--- src/rtl/trng_capture_buffer.sv ---
// ---------------------------------------------------------------------------
// trng_capture_buffer
//
// Purpose:
//   Collects raw entropy from NUM_CH bit channels, whitens them by XOR into a
//   single bit per valid cycle, packs those bits MSB-first into WORD_W-bit
//   words and stores the words in a DEPTH-entry circular buffer.  A rising
//   edge on the button starts a drain of the buffer over a valid/ready
//   stream.  Two capture policies are offered: stop when the buffer is full
//   (entropy arriving while parked is reported as overflow) or ring mode,
//   where the oldest word is overwritten and overflow is reported.
//
// Parameters:
//   NUM_CH  number of entropy bit channels (>= 1)
//   WORD_W  packed word width (>= 2)
//   DEPTH   buffer depth in words (power of 2, >= 2)
//   CNT_W   width of the level output, log2(DEPTH)+1 (derived)
//
// Ports:
//   clk          system clock, all logic on the rising edge
//   rst          synchronous active-high reset
//   button       drain request (already synchronous), rising edge used
//   mode_ring    0 = stop capturing when full, 1 = overwrite oldest word
//   ent_valid    ent_bits carries a fresh sample this cycle
//   ent_bits     one raw entropy bit per channel
//   data_out     head word while draining, zero otherwise
//   data_valid   data_out holds a valid word
//   data_ready   consumer accepts data_out this cycle
//   full         buffer holds DEPTH words
//   empty        buffer holds no words
//   level        number of words stored
//   loading_out  high while capturing (FILL state)
//   overflow     sticky flag: entropy was lost since the last drain/reset
//   state        FILL=0, HOLD=1, DRAIN=2
// ---------------------------------------------------------------------------
module trng_capture_buffer #(
    parameter int NUM_CH = 4,
    parameter int WORD_W = 32,
    parameter int DEPTH  = 16,
    localparam int PTR_W = $clog2(DEPTH),
    localparam int CNT_W = PTR_W + 1
) (
    input  logic              clk,
    input  logic              rst,
    input  logic              button,
    input  logic              mode_ring,
    input  logic              ent_valid,
    input  logic [NUM_CH-1:0] ent_bits,
    output logic [WORD_W-1:0] data_out,
    output logic              data_valid,
    input  logic              data_ready,
    output logic              full,
    output logic              empty,
    output logic [CNT_W-1:0]  level,
    output logic              loading_out,
    output logic              overflow,
    output logic [1:0]        state
);

    // Width of the bit counter inside the word being assembled.
    localparam int BC_W = $clog2(WORD_W);

    typedef enum logic [1:0] {
        FILL  = 2'd0,
        HOLD  = 2'd1,
        DRAIN = 2'd2
    } state_t;

    // -----------------------------------------------------------------------
    // State
    // -----------------------------------------------------------------------
    state_t              state_q,    state_d;
    logic [PTR_W-1:0]    wrPtr_q,    wrPtr_d;
    logic [PTR_W-1:0]    rdPtr_q,    rdPtr_d;
    logic [CNT_W-1:0]    level_q,    level_d;
    logic [BC_W-1:0]     bcnt_q,     bcnt_d;
    // Only the low WORD_W-1 bits of the shift register are ever needed:
    // the final bit of a word is taken straight from the current sample.
    logic [WORD_W-2:0]   sh_q,       sh_d;
    logic                overflow_q, overflow_d;
    logic                btn_q;

    logic [WORD_W-1:0]   mem_q [DEPTH];

    // -----------------------------------------------------------------------
    // Combinational helpers
    // -----------------------------------------------------------------------
    logic                entBit;
    logic [WORD_W-1:0]   packedWord;
    logic                lastBit;
    logic                btnEdge;
    logic                isFull;
    logic                isEmpty;
    logic                memWe;

    assign entBit     = ^ent_bits;
    assign packedWord = {sh_q, entBit};
    assign lastBit    = (bcnt_q == BC_W'(WORD_W - 1));
    assign btnEdge    = button & ~btn_q;
    assign isFull     = (level_q == CNT_W'(DEPTH));
    assign isEmpty    = (level_q == '0);

    // -----------------------------------------------------------------------
    // Next-state logic.  Pushes only happen in FILL and pops only in DRAIN,
    // so the level never has to handle a simultaneous push and pop.
    // -----------------------------------------------------------------------
    always_comb begin
        state_d    = state_q;
        wrPtr_d    = wrPtr_q;
        rdPtr_d    = rdPtr_q;
        level_d    = level_q;
        bcnt_d     = bcnt_q;
        sh_d       = sh_q;
        overflow_d = overflow_q;
        memWe      = 1'b0;

        unique case (state_q)
            FILL: begin
                // A drain request wins over the sample arriving in the same
                // cycle; that sample is simply dropped, not counted as loss.
                if (btnEdge && !isEmpty) begin
                    state_d    = DRAIN;
                    overflow_d = 1'b0;
                end else if (ent_valid) begin
                    sh_d   = packedWord[WORD_W-2:0];
                    bcnt_d = bcnt_q + BC_W'(1);
                    if (lastBit) begin
                        bcnt_d = '0;
                        if (!isFull) begin
                            memWe   = 1'b1;
                            wrPtr_d = wrPtr_q + PTR_W'(1);
                            level_d = level_q + CNT_W'(1);
                            if (!mode_ring && level_q == CNT_W'(DEPTH - 1)) begin
                                state_d = HOLD;
                            end
                        end else if (mode_ring) begin
                            // Overwrite the oldest word; the read pointer
                            // follows so the level stays at DEPTH.
                            memWe      = 1'b1;
                            wrPtr_d    = wrPtr_q + PTR_W'(1);
                            rdPtr_d    = rdPtr_q + PTR_W'(1);
                            overflow_d = 1'b1;
                        end else begin
                            // Full, and ring mode was turned off while still
                            // capturing: the completed word cannot be kept,
                            // so report the loss and park in HOLD.
                            overflow_d = 1'b1;
                            state_d    = HOLD;
                        end
                    end
                end
            end

            HOLD: begin
                // Parked on a full buffer.  The drain request has priority
                // over switching back to ring-mode capture.
                if (btnEdge) begin
                    state_d    = DRAIN;
                    overflow_d = 1'b0;
                end else begin
                    if (ent_valid) begin
                        overflow_d = 1'b1;
                    end
                    if (mode_ring) begin
                        state_d = FILL;
                    end
                end
            end

            DRAIN: begin
                // Entropy and further button edges are ignored here.  The
                // level is always non-zero in DRAIN, so the handshake alone
                // decides the pop.
                if (data_ready) begin
                    rdPtr_d = rdPtr_q + PTR_W'(1);
                    level_d = level_q - CNT_W'(1);
                    if (level_q == CNT_W'(1)) begin
                        state_d = FILL;
                    end
                end
            end

            default: begin
                state_d = FILL;
            end
        endcase
    end

    // -----------------------------------------------------------------------
    // Control registers with synchronous reset.  The partial word (sh_q,
    // bcnt_q) survives HOLD and DRAIN and is only cleared by reset.
    // -----------------------------------------------------------------------
    always_ff @(posedge clk) begin
        if (rst) begin
            state_q    <= FILL;
            wrPtr_q    <= '0;
            rdPtr_q    <= '0;
            level_q    <= '0;
            bcnt_q     <= '0;
            sh_q       <= '0;
            overflow_q <= 1'b0;
            btn_q      <= 1'b0;
        end else begin
            state_q    <= state_d;
            wrPtr_q    <= wrPtr_d;
            rdPtr_q    <= rdPtr_d;
            level_q    <= level_d;
            bcnt_q     <= bcnt_d;
            sh_q       <= sh_d;
            overflow_q <= overflow_d;
            btn_q      <= button;
        end
    end

    // -----------------------------------------------------------------------
    // Word storage.  The contents need no reset: the pointers and level
    // define which entries are meaningful.
    // -----------------------------------------------------------------------
    always_ff @(posedge clk) begin
        if (!rst && memWe) begin
            mem_q[wrPtr_q] <= packedWord;
        end
    end

    // -----------------------------------------------------------------------
    // Outputs.  data_out is forced to zero outside DRAIN so the stream never
    // exposes stale buffer contents.
    // -----------------------------------------------------------------------
    assign data_valid  = (state_q == DRAIN);
    assign data_out    = data_valid ? mem_q[rdPtr_q] : '0;
    assign full        = isFull;
    assign empty       = isEmpty;
    assign level       = level_q;
    assign loading_out = (state_q == FILL);
    assign overflow    = overflow_q;
    assign state       = state_q;

endmodule

--- config.mk ---
export PLATFORM = sky130hd
export DESIGN_NAME = trng_capture_buffer
export DESIGN_NICKNAME = d
export VERILOG_FILES = /design/src/rtl/trng_capture_buffer.sv
export SDC_FILE = /design/constraint.sdc
export NUM_CORES = 1
export LEC_CHECK = 0
export CORE_MARGIN = 4
export CORE_UTILIZATION = 45
export CTS_BUF_LIST = sky130_fd_sc_hd__clkbuf_4 sky130_fd_sc_hd__clkbuf_8
export CTS_CLUSTER_DIAMETER = 60
export DETAILED_ROUTE_END_ITERATION = 10
export GPL_TIMING_DRIVEN = 0
export SETUP_SLACK_MARGIN = 0.4
export SYNTH_ARGS = -nofsm -noshare
export SYNTH_HDL_FRONTEND = slang
export SYNTH_SLANG_ARGS = --single-unit
--- constraint.sdc ---
create_clock -name clk -period 10.6 [get_ports clk]
set_input_delay 3.18 -clock clk [delete_from_list [all_inputs] [get_ports clk]]
set_output_delay 3.18 -clock clk [all_outputs]
set_load 0.1 [all_outputs]
==> summary.md <==
| Metric | Value |
|---|---|
| Status | finished, final reports clean |
| Worst setup path class | reg2out |
| Overall via count from detail_route | around 13k |
| Net count reported at finish | 1502 |
| I/O pin count | between 50 and 60 |
| Summed instance area of the synthesized netlist | 22300 sq um |
| Sink Count | roughly 570 |
| IO buf count | 52 |
| Overall power | ~4.3 mW |
| Clock insertion delay at the later pin of the skew report | 0.66 ns |
| Pleak | 8.18 nW |
| Fin Clk Skew | between 0.03 and 0.04 ns |
| Most frequent standard cell in the layout excluding fill and tap cells | sky130_fd_sc_hd__edfxtp_1 |
| Unrepaired setup endpoints after global routing | no |
| WL met2 | 25.7 mm |
| Total Routing Usage GR | 0.210 |
| Vias in the first global route | 12.8k |
| Crit. End Element | primary output |
| Metal-1 WL | 23.8 mm |
| Initial cell density of the core | 0.455 |
| Hold Crit Class | reg2reg |
| Post-synthesis average cell area | 17.6 sq um |
| DRC violation count after routing | 0 |
| Startpoint of the lowest-slack hold path | bcnt_q[4] |
| Tightest Pin Transition | 1.09 ns |
| Most frequent cells in the layout | sky130_fd_sc_hd__edfxtp_1 (512), sky130_fd_sc_hd__clkbuf_8 (99), sky130_fd_sc_hd__mux2i_1 (98) |
| Post CTS Setup Buffer Count | 0 |
| Proportion of layout cells with a drive suffix above 1 | 0.227 |
| Number of pins with negative max-slew slack in the final report | 0 |
| Core outline area | between 40000 and 50000 sq um |
| Wire length of the first global-routing pass | 82.4 mm |
| Number of nets produced by synthesis | 1288 |
| Worst hold slack after final layout | approximately 0.47 ns |
| Final critical path time including I/O delays and setup | 8.17 ns |
| Final Hold Violating Endpoints | 0 |
| Element type at the critical path start | flip-flop |
| Portion of the post-synthesis area used by sequential elements | 0.741 |
| Clock tree from TritonCTS | done |
| Fraction of the cycle the final worst path needs | 0.771 |
| Antenna fix cells | 0 |
| Normalized max-slew margin | 0.270 |
| Final setup viols | 0 |
| Number of DRC violations after detailed-routing iteration 0 | ~1.3k |
| Largest net degree at the start of global routing | 19 |
| Longest Clk Path Bufs | 3 |
| First-pass iteration count of the detailed router | 5 |
| Area of the die | 53100 sq um |
| Req. time, crit path | approximately 7.4 ns |
| Max_cap viols | 0 |
| Hold-critical path depth | 2 |
| FF-to-FF Start | level[0] |
| Growth of design area from synthesis to finish | 17.9% |
| H-tree depth reported by CTS | 3 |
| Post-DRT Antenna Nets | 0 |
| Detailed-routed wire length on met3 | 4.48 mm |
| Number of buffers added to fix hold violations after cts | 0 |
| Filler cells | between 3k and 4k |
| Die Ht | ~230 microns |
| Synthesized instance count | 1266 |
| Worst-case vdd ir drop | 0.0000705 V |
| Total global routing overflow | 0 |
| CTS Buf Count | 89 |
| Cells on worst reg2reg path | 12 |
| Power per standard cell area | 165 nW/um^2 |
| Top layer used by detailed routing | met4 |
| Placer congestion estimate | approximately 0.8 |
| Number of distinct library cells after synthesis | 54 |
| Library cell used as clock root buffer | sky130_fd_sc_hd__clkbuf_8 |
| Post-DR vias/cell | 5.67 |
| Count of flip-flops with a built-in enable after synthesis | 512 |
| Synthesis-stage register bit count | 569 |
| Count of cells resized by post-cts repair | 0 |
| Final wirelength | 55.3 mm |
| Critical path data arrival time | 4.99 ns |
| Max Clock Freq | 0.122 GHz |
| Share of async-settable or async-resettable flops after synthesis | 0 |
| Horizontal die dimension | ~230 microns |
| HPWL reported at the end of detailed placement | between 30 and 40 mm |
| Dominant synthesized flop cell | sky130_fd_sc_hd__edfxtp_1 |
| Destination of the worst register-to-register timing path | mem_q[9][29] |
| Row count | slightly above 80 |
| Register-to-Register Setup Slack | around 6.9 ns |
| Number of antenna violations at the first check in global routing | 0 |
| Yosys synthesis warning count | 0 |
| Hold Path Sink | bcnt_q[4] |
| Crit-path max FO | 10 |
| Wire length per cell | roughly 25 microns |
| Clock-pin slew on the worst setup and hold paths | 0.06 ns |
==> per-stage QoR <==
stage | cells | TNS [ns] | setup WS [ns] | utilization | area [sq um]
after floorplan | 1266 | 0 | 2.76 | - | 22300
after global placement | 1982 | -249.09 | -2.15 | 0.483 | 23600
after detailed placement | 2053 | 0 | 3.27 | 0.499 | 24400
after CTS | 2217 | 0 | 2.53 | 0.537 | 26300
after global routing | 2217 | 0 | 2.27 | 0.537 | 26300
final | 2217 | 0 | 2.43 | 0.537 | 26300
==> flip-flops by register name, summed over array words and instances (netlist names), named ones only <==
register	count
overflow	1
rdPtr_q	4
state	2
sh_q	31
level	5
mem_q	512
wrPtr_q	4
bcnt_q	5
btn_q	1
==> per-layer routing <==
metal	track usage	vias up
li1	-	5526
met1	0.302	6443
met2	0.322	522
met3	0.0489	78
met4	0.0690	0
met5	0	-
==> cells in the mapped netlist, drive strengths merged, types with 13 or more instances <==
cell type    n  area (sq um)
buf         37           184
o21ai       45           225
nor3        14          70.1
mux4        87          1960
a22oi       37           278
nand2       94           353
a21oi       62           310
nor2        13          48.8
nand3       42           210
edfxtp     512         15400
dfxtp       57          1140
o211ai      20           150
clkbuf      42           158
mux2i       98           981
==> power breakdown <==
part | total (mW) | switching [mW] | internal, mW
logic | 0.0284 | 0.0204 | 0.00800
clock network | 1.88 | 0.837 | 1.05
registers | 2.42 | 0.00529 | 2.42
total | 4.33 | 0.863 | 3.47
==> kinds of logic after synthesis <==
kind of cell / synth area share
flip-flops: 0.741
AND/OR/NAND/NOR: 0.0436
AO/OA/AOI/OAI: 0.0564
multiplexers: 0.133
buffers and inverters: 0.0176
adder cells (fa/ha/maj): 0.00674
XOR/XNOR: 0.00157
==> worst max-delay path, stage by stage (launching register included) <==
cell and delay [ns]:
sky130_fd_sc_hd__dfxtp_1 0.35, sky130_fd_sc_hd__buf_2 0.20, sky130_fd_sc_hd__nand2b_1 0.24, sky130_fd_sc_hd__nor2_1 0.27, sky130_fd_sc_hd__clkbuf_1 0.63, sky130_fd_sc_hd__clkbuf_1 0.71
sky130_fd_sc_hd__a21oi_1 0.12, sky130_fd_sc_hd__o21ai_0 0.54, sky130_fd_sc_hd__clkdlybuf4s50_1 1.26
==> final cells by class <==
type | instances | area, sq um | share of cell area
Inverter | 12 | 50.0 | 0.00191
Tap cell | 664 | 831 | 0.0316
Multi-Input combinational cell | 606 | 5470 | 0.208
Sequential cell | 569 | 16500 | 0.629
Timing Repair Buffer | 123 | 1230 | 0.0467
Clock inverter | 32 | 221 | 0.00843
Clock buffer | 132 | 1610 | 0.0613
Buffer | 79 | 342 | 0.0130
==> how the worst max path moves through the flow <==
stage,startpoint,end,slack (ns)
floorplan,state[1],data_out[11],2.76
global placement,button,mem_q[3][21],-2.15
detailed placement,state[1],data_out[26],3.27
CTS,state[1],data_out[30],2.53
global route,state[1],data_out[30],2.27
finish,state[1],data_out[30],2.43
No activity file was read; power rests on OpenSTA's default activity.
